`config.mk`:
```
export PLATFORM = sky130hd
export DESIGN_NAME = sysid_regs_avmm
export DESIGN_NICKNAME = d
export VERILOG_FILES = /design/src/rtl/sysid_pkg.sv /design/src/rtl/sysid_uptime_counter.sv /design/src/rtl/sysid_regs_avmm.sv
export SDC_FILE = /design/constraint.sdc
export NUM_CORES = 1
export LEC_CHECK = 0
export ABC_AREA = 1
export CAP_MARGIN = 5
export CORE_MARGIN = 8
export CORE_UTILIZATION = 55
export CTS_BUF_LIST = sky130_fd_sc_hd__clkbuf_2
export DETAILED_ROUTE_END_ITERATION = 8
export PLACE_DENSITY = 0.71
export SLEW_MARGIN = 20
export SYNTH_ARGS = -nofsm -noshare
export SYNTH_HDL_FRONTEND = slang
export SYNTH_SLANG_ARGS = --single-unit
```
`constraint.sdc`:
```
create_clock -name clock -period 5.7 [get_ports clock]
set_clock_uncertainty 0.2 [all_clocks]
set_input_delay 1.14 -clock clock [delete_from_list [all_inputs] [get_ports clock]]
set_output_delay 1.14 -clock clock [all_outputs]
set_load 0.01 [all_outputs]
```
`src/rtl/sysid_pkg.sv`:
```
// -----------------------------------------------------------------------------
// sysid_pkg
//   Shared constants for the system-ID / housekeeping register block.
//   - Register word addresses on the Avalon-MM slave port.
//   - Bit positions inside the CTRL register.
//   - Data-path width of the bus.
// -----------------------------------------------------------------------------
package sysid_pkg;

   localparam int DATA_W = 32;

   // Word addresses
   localparam int ADDR_ID       = 0;
   localparam int ADDR_TS       = 1;
   localparam int ADDR_UP_LO    = 2;
   localparam int ADDR_UP_HI    = 3;
   localparam int ADDR_CTRL     = 4;
   localparam int ADDR_SCRATCH0 = 5;

   // CTRL register bits
   localparam int CTRL_EN_BIT  = 0;
   localparam int CTRL_CLR_BIT = 1;

endpackage : sysid_pkg

```
`src/rtl/sysid_uptime_counter.sv`:
```
// -----------------------------------------------------------------------------
// sysid_uptime_counter
//   64-bit free-running uptime counter with word loads, clear and a snapshot
//   register for coherent hi/lo reads.
//
//   Build option: SYSID_PRESCALE_EN
//     defined   -> an internal divider produces one tick every PRESCALE_DIV
//                  clocks; the divider is cleared by reset and clr, and is
//                  frozen while en=0.
//     undefined -> the counter ticks on every clock while en=1.
//
//   Ports
//     clock, reset_n  : clock, asynchronous active-low reset
//     en              : counting enable (CTRL.EN)
//     clr             : zero the counter (and divider) at the next edge
//     load_lo/load_hi : load load_data into count[31:0] / count[63:32]
//     load_data       : data for word loads
//     snap_req        : capture count[63:32] into snapshot (LO read)
//     count_lo        : live count[31:0]
//     snapshot        : upper half captured at the last LO read
// -----------------------------------------------------------------------------
module sysid_uptime_counter
   import sysid_pkg::*;
#(
   parameter int PRESCALE_DIV = 50
) (
   input  logic              clock,
   input  logic              reset_n,
   input  logic              en,
   input  logic              clr,
   input  logic              load_lo,
   input  logic              load_hi,
   input  logic [DATA_W-1:0] load_data,
   input  logic              snap_req,
   output logic [DATA_W-1:0] count_lo,
   output logic [DATA_W-1:0] snapshot
);

`ifdef SYSID_PRESCALE_EN
   localparam bit PRESCALE_EN = 1'b1;
`else
   localparam bit PRESCALE_EN = 1'b0;
`endif

   // Effective divide ratio; 1 means "tick every enabled clock".
   localparam int DIV = PRESCALE_EN ? PRESCALE_DIV : 1;

   logic                  tick;
   logic [2*DATA_W-1:0]   count;

   generate
      if (DIV > 1) begin : g_prescale
         localparam int            DW       = $clog2(DIV);
         localparam logic [DW-1:0] DIV_LAST = DW'(DIV - 1);

         logic [DW-1:0] div_cnt;

         always_ff @(posedge clock or negedge reset_n) begin
            if (!reset_n) begin
               div_cnt <= '0;
            end else if (clr) begin
               div_cnt <= '0;
            end else if (en) begin
               div_cnt <= (div_cnt == DIV_LAST) ? '0 : div_cnt + DW'(1);
            end
         end

         assign tick = en && (div_cnt == DIV_LAST);
      end else begin : g_no_prescale
         assign tick = en;
      end
   endgenerate

   // Priority: clear, then word load, then increment. A load in a tick
   // cycle takes the written value with no increment. The 64-bit add keeps
   // the lo->hi carry inside the same cycle.
   always_ff @(posedge clock or negedge reset_n) begin
      if (!reset_n) begin
         count <= '0;
      end else if (clr) begin
         count <= '0;
      end else if (load_lo) begin
         count[DATA_W-1:0] <= load_data;
      end else if (load_hi) begin
         count[2*DATA_W-1:DATA_W] <= load_data;
      end else if (tick) begin
         count <= count + (2*DATA_W)'(1);
      end
   end

   // Captures the registered (pre-edge) upper half, so a concurrent HI
   // load never leaks into the snapshot of the same LO read.
   always_ff @(posedge clock or negedge reset_n) begin
      if (!reset_n) begin
         snapshot <= '0;
      end else if (snap_req) begin
         snapshot <= count[2*DATA_W-1:DATA_W];
      end
   end

   assign count_lo = count[DATA_W-1:0];

endmodule : sysid_uptime_counter

```
`src/rtl/sysid_regs_avmm.sv`:
```
// -----------------------------------------------------------------------------
// sysid_regs_avmm
//   System-ID and housekeeping registers on an Avalon-MM slave port.
//
//   Map (word address): 0 ID (RO), 1 TIMESTAMP (RO), 2 UPTIME_LO (RW),
//   3 UPTIME_HI (RW, reads the snapshot taken by the last LO read),
//   4 CTRL (bit0 EN RW, bit1 CLR write-1 self-clearing), 5.. scratch words
//   (RW, byte-enabled). Unmapped reads return 0, unmapped writes are dropped.
//
//   Bus handshake: there is no waitrequest, so every read/write is accepted
//   in the cycle it is presented. A read presented in cycle N returns
//   readdatavalid=1 in cycle N+1 with data sampled in cycle N; back-to-back
//   reads give back-to-back valids. A read and write in the same cycle
//   return the pre-write value while the write commits.
//
//   Build option: SYSID_PRESCALE_EN (see sysid_uptime_counter).
//
//   Ports
//     clock, reset_n        : clock, asynchronous active-low reset
//     address               : word address
//     read, write           : access strobes
//     writedata, byteenable : write data and byte lanes (scratch only)
//     readdata              : registered read data
//     readdatavalid         : one-cycle pulse qualifying readdata
// -----------------------------------------------------------------------------
module sysid_regs_avmm
   import sysid_pkg::*;
#(
   parameter logic [DATA_W-1:0] ID_VALUE     = 32'h5801_2555,
   parameter logic [DATA_W-1:0] TIMESTAMP    = 32'h0000_0000,
   parameter int                NUM_SCRATCH  = 2,
   parameter int                ADDR_W       = 3,
   parameter int                PRESCALE_DIV = 50
) (
   input  logic                clock,
   input  logic                reset_n,
   input  logic [ADDR_W-1:0]   address,
   input  logic                read,
   input  logic                write,
   input  logic [DATA_W-1:0]   writedata,
   input  logic [3:0]          byteenable,
   output logic [DATA_W-1:0]   readdata,
   output logic                readdatavalid
);

   logic              ctrl_en;
   logic              wr_lo;
   logic              wr_hi;
   logic              wr_ctrl;
   logic              clr;
   logic              rd_lo;
   logic [DATA_W-1:0] count_lo;
   logic [DATA_W-1:0] snapshot;
   logic [DATA_W-1:0] rd_data;
   logic [DATA_W-1:0] scratch [NUM_SCRATCH];

   assign wr_lo   = write && (address == ADDR_W'(ADDR_UP_LO));
   assign wr_hi   = write && (address == ADDR_W'(ADDR_UP_HI));
   assign wr_ctrl = write && (address == ADDR_W'(ADDR_CTRL));
   assign clr     = wr_ctrl && writedata[CTRL_CLR_BIT];
   assign rd_lo   = read && (address == ADDR_W'(ADDR_UP_LO));

   sysid_uptime_counter #(
      .PRESCALE_DIV (PRESCALE_DIV)
   ) u_uptime (
      .clock     (clock),
      .reset_n   (reset_n),
      .en        (ctrl_en),
      .clr       (clr),
      .load_lo   (wr_lo),
      .load_hi   (wr_hi),
      .load_data (writedata),
      .snap_req  (rd_lo),
      .count_lo  (count_lo),
      .snapshot  (snapshot)
   );

   // CTRL.EN; non-scratch registers take the whole word regardless of
   // byteenable.
   always_ff @(posedge clock or negedge reset_n) begin
      if (!reset_n) begin
         ctrl_en <= 1'b1;
      end else if (wr_ctrl) begin
         ctrl_en <= writedata[CTRL_EN_BIT];
      end
   end

   always_ff @(posedge clock or negedge reset_n) begin
      if (!reset_n) begin
         for (int i = 0; i < NUM_SCRATCH; i++) begin
            scratch[i] <= '0;
         end
      end else if (write) begin
         for (int i = 0; i < NUM_SCRATCH; i++) begin
            if (address == ADDR_W'(ADDR_SCRATCH0 + i)) begin
               for (int b = 0; b < 4; b++) begin
                  if (byteenable[b]) begin
                     scratch[i][8*b +: 8] <= writedata[8*b +: 8];
                  end
               end
            end
         end
      end
   end

   // Read mux works on registered state only, which gives the pre-write
   // value for a simultaneous read/write.
   always_comb begin
      rd_data = '0;
      if (address == ADDR_W'(ADDR_ID)) begin
         rd_data = ID_VALUE;
      end else if (address == ADDR_W'(ADDR_TS)) begin
         rd_data = TIMESTAMP;
      end else if (address == ADDR_W'(ADDR_UP_LO)) begin
         rd_data = count_lo;
      end else if (address == ADDR_W'(ADDR_UP_HI)) begin
         rd_data = snapshot;
      end else if (address == ADDR_W'(ADDR_CTRL)) begin
         rd_data[CTRL_EN_BIT] = ctrl_en;
      end
      for (int i = 0; i < NUM_SCRATCH; i++) begin
         if (address == ADDR_W'(ADDR_SCRATCH0 + i)) begin
            rd_data = scratch[i];
         end
      end
   end

   always_ff @(posedge clock or negedge reset_n) begin
      if (!reset_n) begin
         readdata      <= '0;
         readdatavalid <= 1'b0;
      end else begin
         readdatavalid <= read;
         if (read) begin
            readdata <= rd_data;
         end
      end
   end

endmodule : sysid_regs_avmm

```
==> impl_metrics.yaml <==
global_routing:
  top_usage_layer: "met2"
  grt_pass1_wl_um: 56990
  grt_usage_pct: 31.43
  grt_max_degree: 147
  antenna_found_initial: 1
  grt_util_met2_pct: 46.80
  use_met1_pct: 45.22
  grt_overflow: 0
  grt_pass1_vias: 9622
  met3_usage_pct: 6.659
clocking:
  cts_buffers: 17
  clkSinkCount: 194
  clock_latency_ps: 800
  tritoncts: "built"
  ctsResizeCount: 0
  path_clk_slew_ps: 310
  clock_path_buffers: 2
  htreeDepth: 4
  cts-root-buf: "clkbuf_2"
drt:
  drcViolationCount: 0
  ant_nets: 0
  wire_per_inst_um: 20.55
  num_vias: 10590
  viasPerCell: 5.813
  drt_iter0_drc: 1246
  first_pass_iters: 5
  wl_um: 37440
timing:
  relSlewSlack_pct: 32.44
  final_hold_viol_count: 0
  worst_pin_slew_ps: 1008
  period_share_pct: 67.78
  finalSetupTns_ps: 0
  maxSlewViolCount: 0
  grt_setup_unrepaired: "no"
  worst_slack_ps: 1837
  fin_crit_ps: 3863
  max_freq_mhz: 258.8
  setup_viol: 0
cells_and_area:
  fin_util_pct: 62.79
  multi_input_area_um2: 5039
  nets: 1591
  syn2layout_area_growth_pct: 11.60
  drive_gt1_share_pct: 4.615
  regArea_um2: 4856
  n_fill_cell: 1800
synthesis:
  syn_area_per_cell_um2: 7.078
  netlist_area_um2: 10600
  synth-seq-cells: 194
  synth_nets: 1541
  ys_warn_count: 0
  syn_inst: 1497
  synth_cell_types: 33
  seq_area_frac_synth_pct: 45.83
die:
  die_w_um: 154.8
  rows: 50
  core_um2: 18830
  initial_utilization_pct: 56.27
  die_height_um: 154.8
  io_pins: 76
  dieArea_um2: 23960
worst_setup_path:
  path_max_fanout: 32
  cp.arrival_ps: 4340
  start_kind: "input pin"
  end_kind: "register"
  worstSetupPathType: "input pin to register"
  required_ps: 6170
flow_run:
  cap_violations: 0
place:
  portBuffers: 75
  dp_hpwl_um: 28830
  place_ws_ps: 1072
  gp_congestion: 1.043
power:
  p_per_area_nw_per_um2: 368.6
  power.leakage_nw: 5.181
  ir_worst_vdd_v: 0.0002597
hold_path:
  hp-class: "register to register"
status:
  status: "finished clean"
[through the flow]
step | instances | cell area, µm² | power, mW | hold slack [ps]
finish | 1822 | 11820 | 4.358 | 322.9
global route | 1822 | 11820 | 4.624 | 341.0
CTS | 1820 | 11820 | 4.321 | 326.3
detailed placement | 1787 | 11540 | 3.605 | 265.5
global placement | 1787 | 11540 | 3.559 | 262.6
floorplan | 1497 | 10600 | 2.992 | 253.3
[cell type report]
class,instances,area share (%)
Tap cell,260,2.751
Antenna cell,2,0.04233
Timing Repair Buffer,85,7.143
Clock buffer,17,0.7196
Multi-Input combinational cell,1120,42.61
Sequential cell,194,41.07
Clock inverter,15,1.566
Inverter,129,4.095
[Yosys cell counts]
cell type	number	area, µm²
ha_1	1	12.51
nor3_2	8	80.08
nand3_1	58	290.3
xnor2_1	3	26.28
mux2_2	2	22.52
nor2_4	1	11.26
a31oi_1	7	43.79
nand2_1	467	1753
nor3_1	4	20.02
o31ai_1	1	7.510
inv_1	123	461.7
o22ai_1	2	12.51
or2_1	1	6.260
o21ai_0	144	720.7
nand3b_1	1	7.510
nor2_2	4	25.02
o2111ai_1	2	17.52
o211ai_1	18	135.1
buf_4	1	7.510
o221ai_1	7	61.31
dfstp_2	1	26.28
inv_2	6	22.52
nor2_1	208	780.8
dfrtp_1	193	4830
clkbuf_1	42	157.7
nand4_1	19	118.9
a21oi_1	134	670.6
buf_2	10	50.05
nand2_2	7	43.79
buf_1	1	3.750
xor2_1	6	52.55
a221oi_1	3	26.28
a22oi_1	12	90.09
[worst paths after layout]
kind / startpoint / end / slack (ps) / depth (start not counted)
worst min register to register: readdata[0] / readdata[0] / 320 / 2
worst min-delay path: readdata[0] / readdata[0] / 320 / 2
max in group asynchronous: reset_n / u_uptime.snapshot[24] / 3580 / 3
worst max register to register: u_uptime.count[0] / u_uptime.count[50] / 2670 / 10
worst max-delay path: address[2] / u_uptime.count[9] / 1840 / 13
min in group asynchronous: reset_n / scratch[6] / 610 / 2
[cell families (layout without fill, tap and decap cells)]
logic type / after synthesis / count (layout) / synth area share [%]
multiplexers: 2 / 2 / 0.2125
XOR/XNOR: 9 / 9 / 0.7440
other: 0 / 2 / 0
adder cells (fa/ha/maj): 1 / 1 / 0.1181
buffers and inverters: 183 / 246 / 6.637
flip-flops: 194 / 194 / 45.83
AND/OR/NAND/NOR: 778 / 778 / 29.61
AO/OA/AOI/OAI: 330 / 330 / 16.85
[layout by cell type (no fill, tap or decap), types with 12 or more instances in the layout]
| cell | netlist | layout |
|---|---|---|
| o21ai_0 | 144 | 144 |
| nand2_1 | 467 | 466 |
| dfrtp_1 | 193 | 193 |
| clkbuf_2 | 0 | 17 |
| nand4_1 | 19 | 19 |
| a22oi_1 | 12 | 12 |
| clkdlybuf4s50_1 | 0 | 74 |
| o211ai_1 | 18 | 18 |
| inv_1 | 123 | 122 |
| nor2_1 | 208 | 208 |
| a21oi_1 | 134 | 134 |
| nand3_1 | 58 | 58 |
[power breakdown]
part / total (mW) / switching, mW / internal (mW)
Clock: 0.732 / 0.576 / 0.156
Combinational: 1.29 / 0.804 / 0.486
Sequential: 2.34 / 0.520 / 1.82
[timing repair]
action	CTS	global route
hold buffers	1	0
buffers inserted	0	0
endpoints found under the hold margin	9	0
[flip-flops by register name, summed over array words and instances (netlist names)]
name               flops
scratch               64
u_uptime.count        64
readdata              32
u_uptime.snapshot     32
ctrl_en                1
readdatavalid          1
[routing by layer]
metal | routed length (µm) | vias up
li1 | - | 4973
met1 | 16320 | 4989
met2 | 16070 | 566
met3 | 3966 | 63
met4 | 1085 | 0
met5 | 0 | -
[worst max-delay path, cell delays in order]
cell	delay [ps]
clkdlybuf4s50_1	610
inv_2	70
nand2_2	100
nor2_4	30
buf_4	210
nand2_2	390
nand2_2	230
inv_2	350
nand2_2	430
inv_2	390
nor2_2	140
o211ai_1	120
o21ai_0	130
No activity file was read; power rests on OpenSTA's default activity.
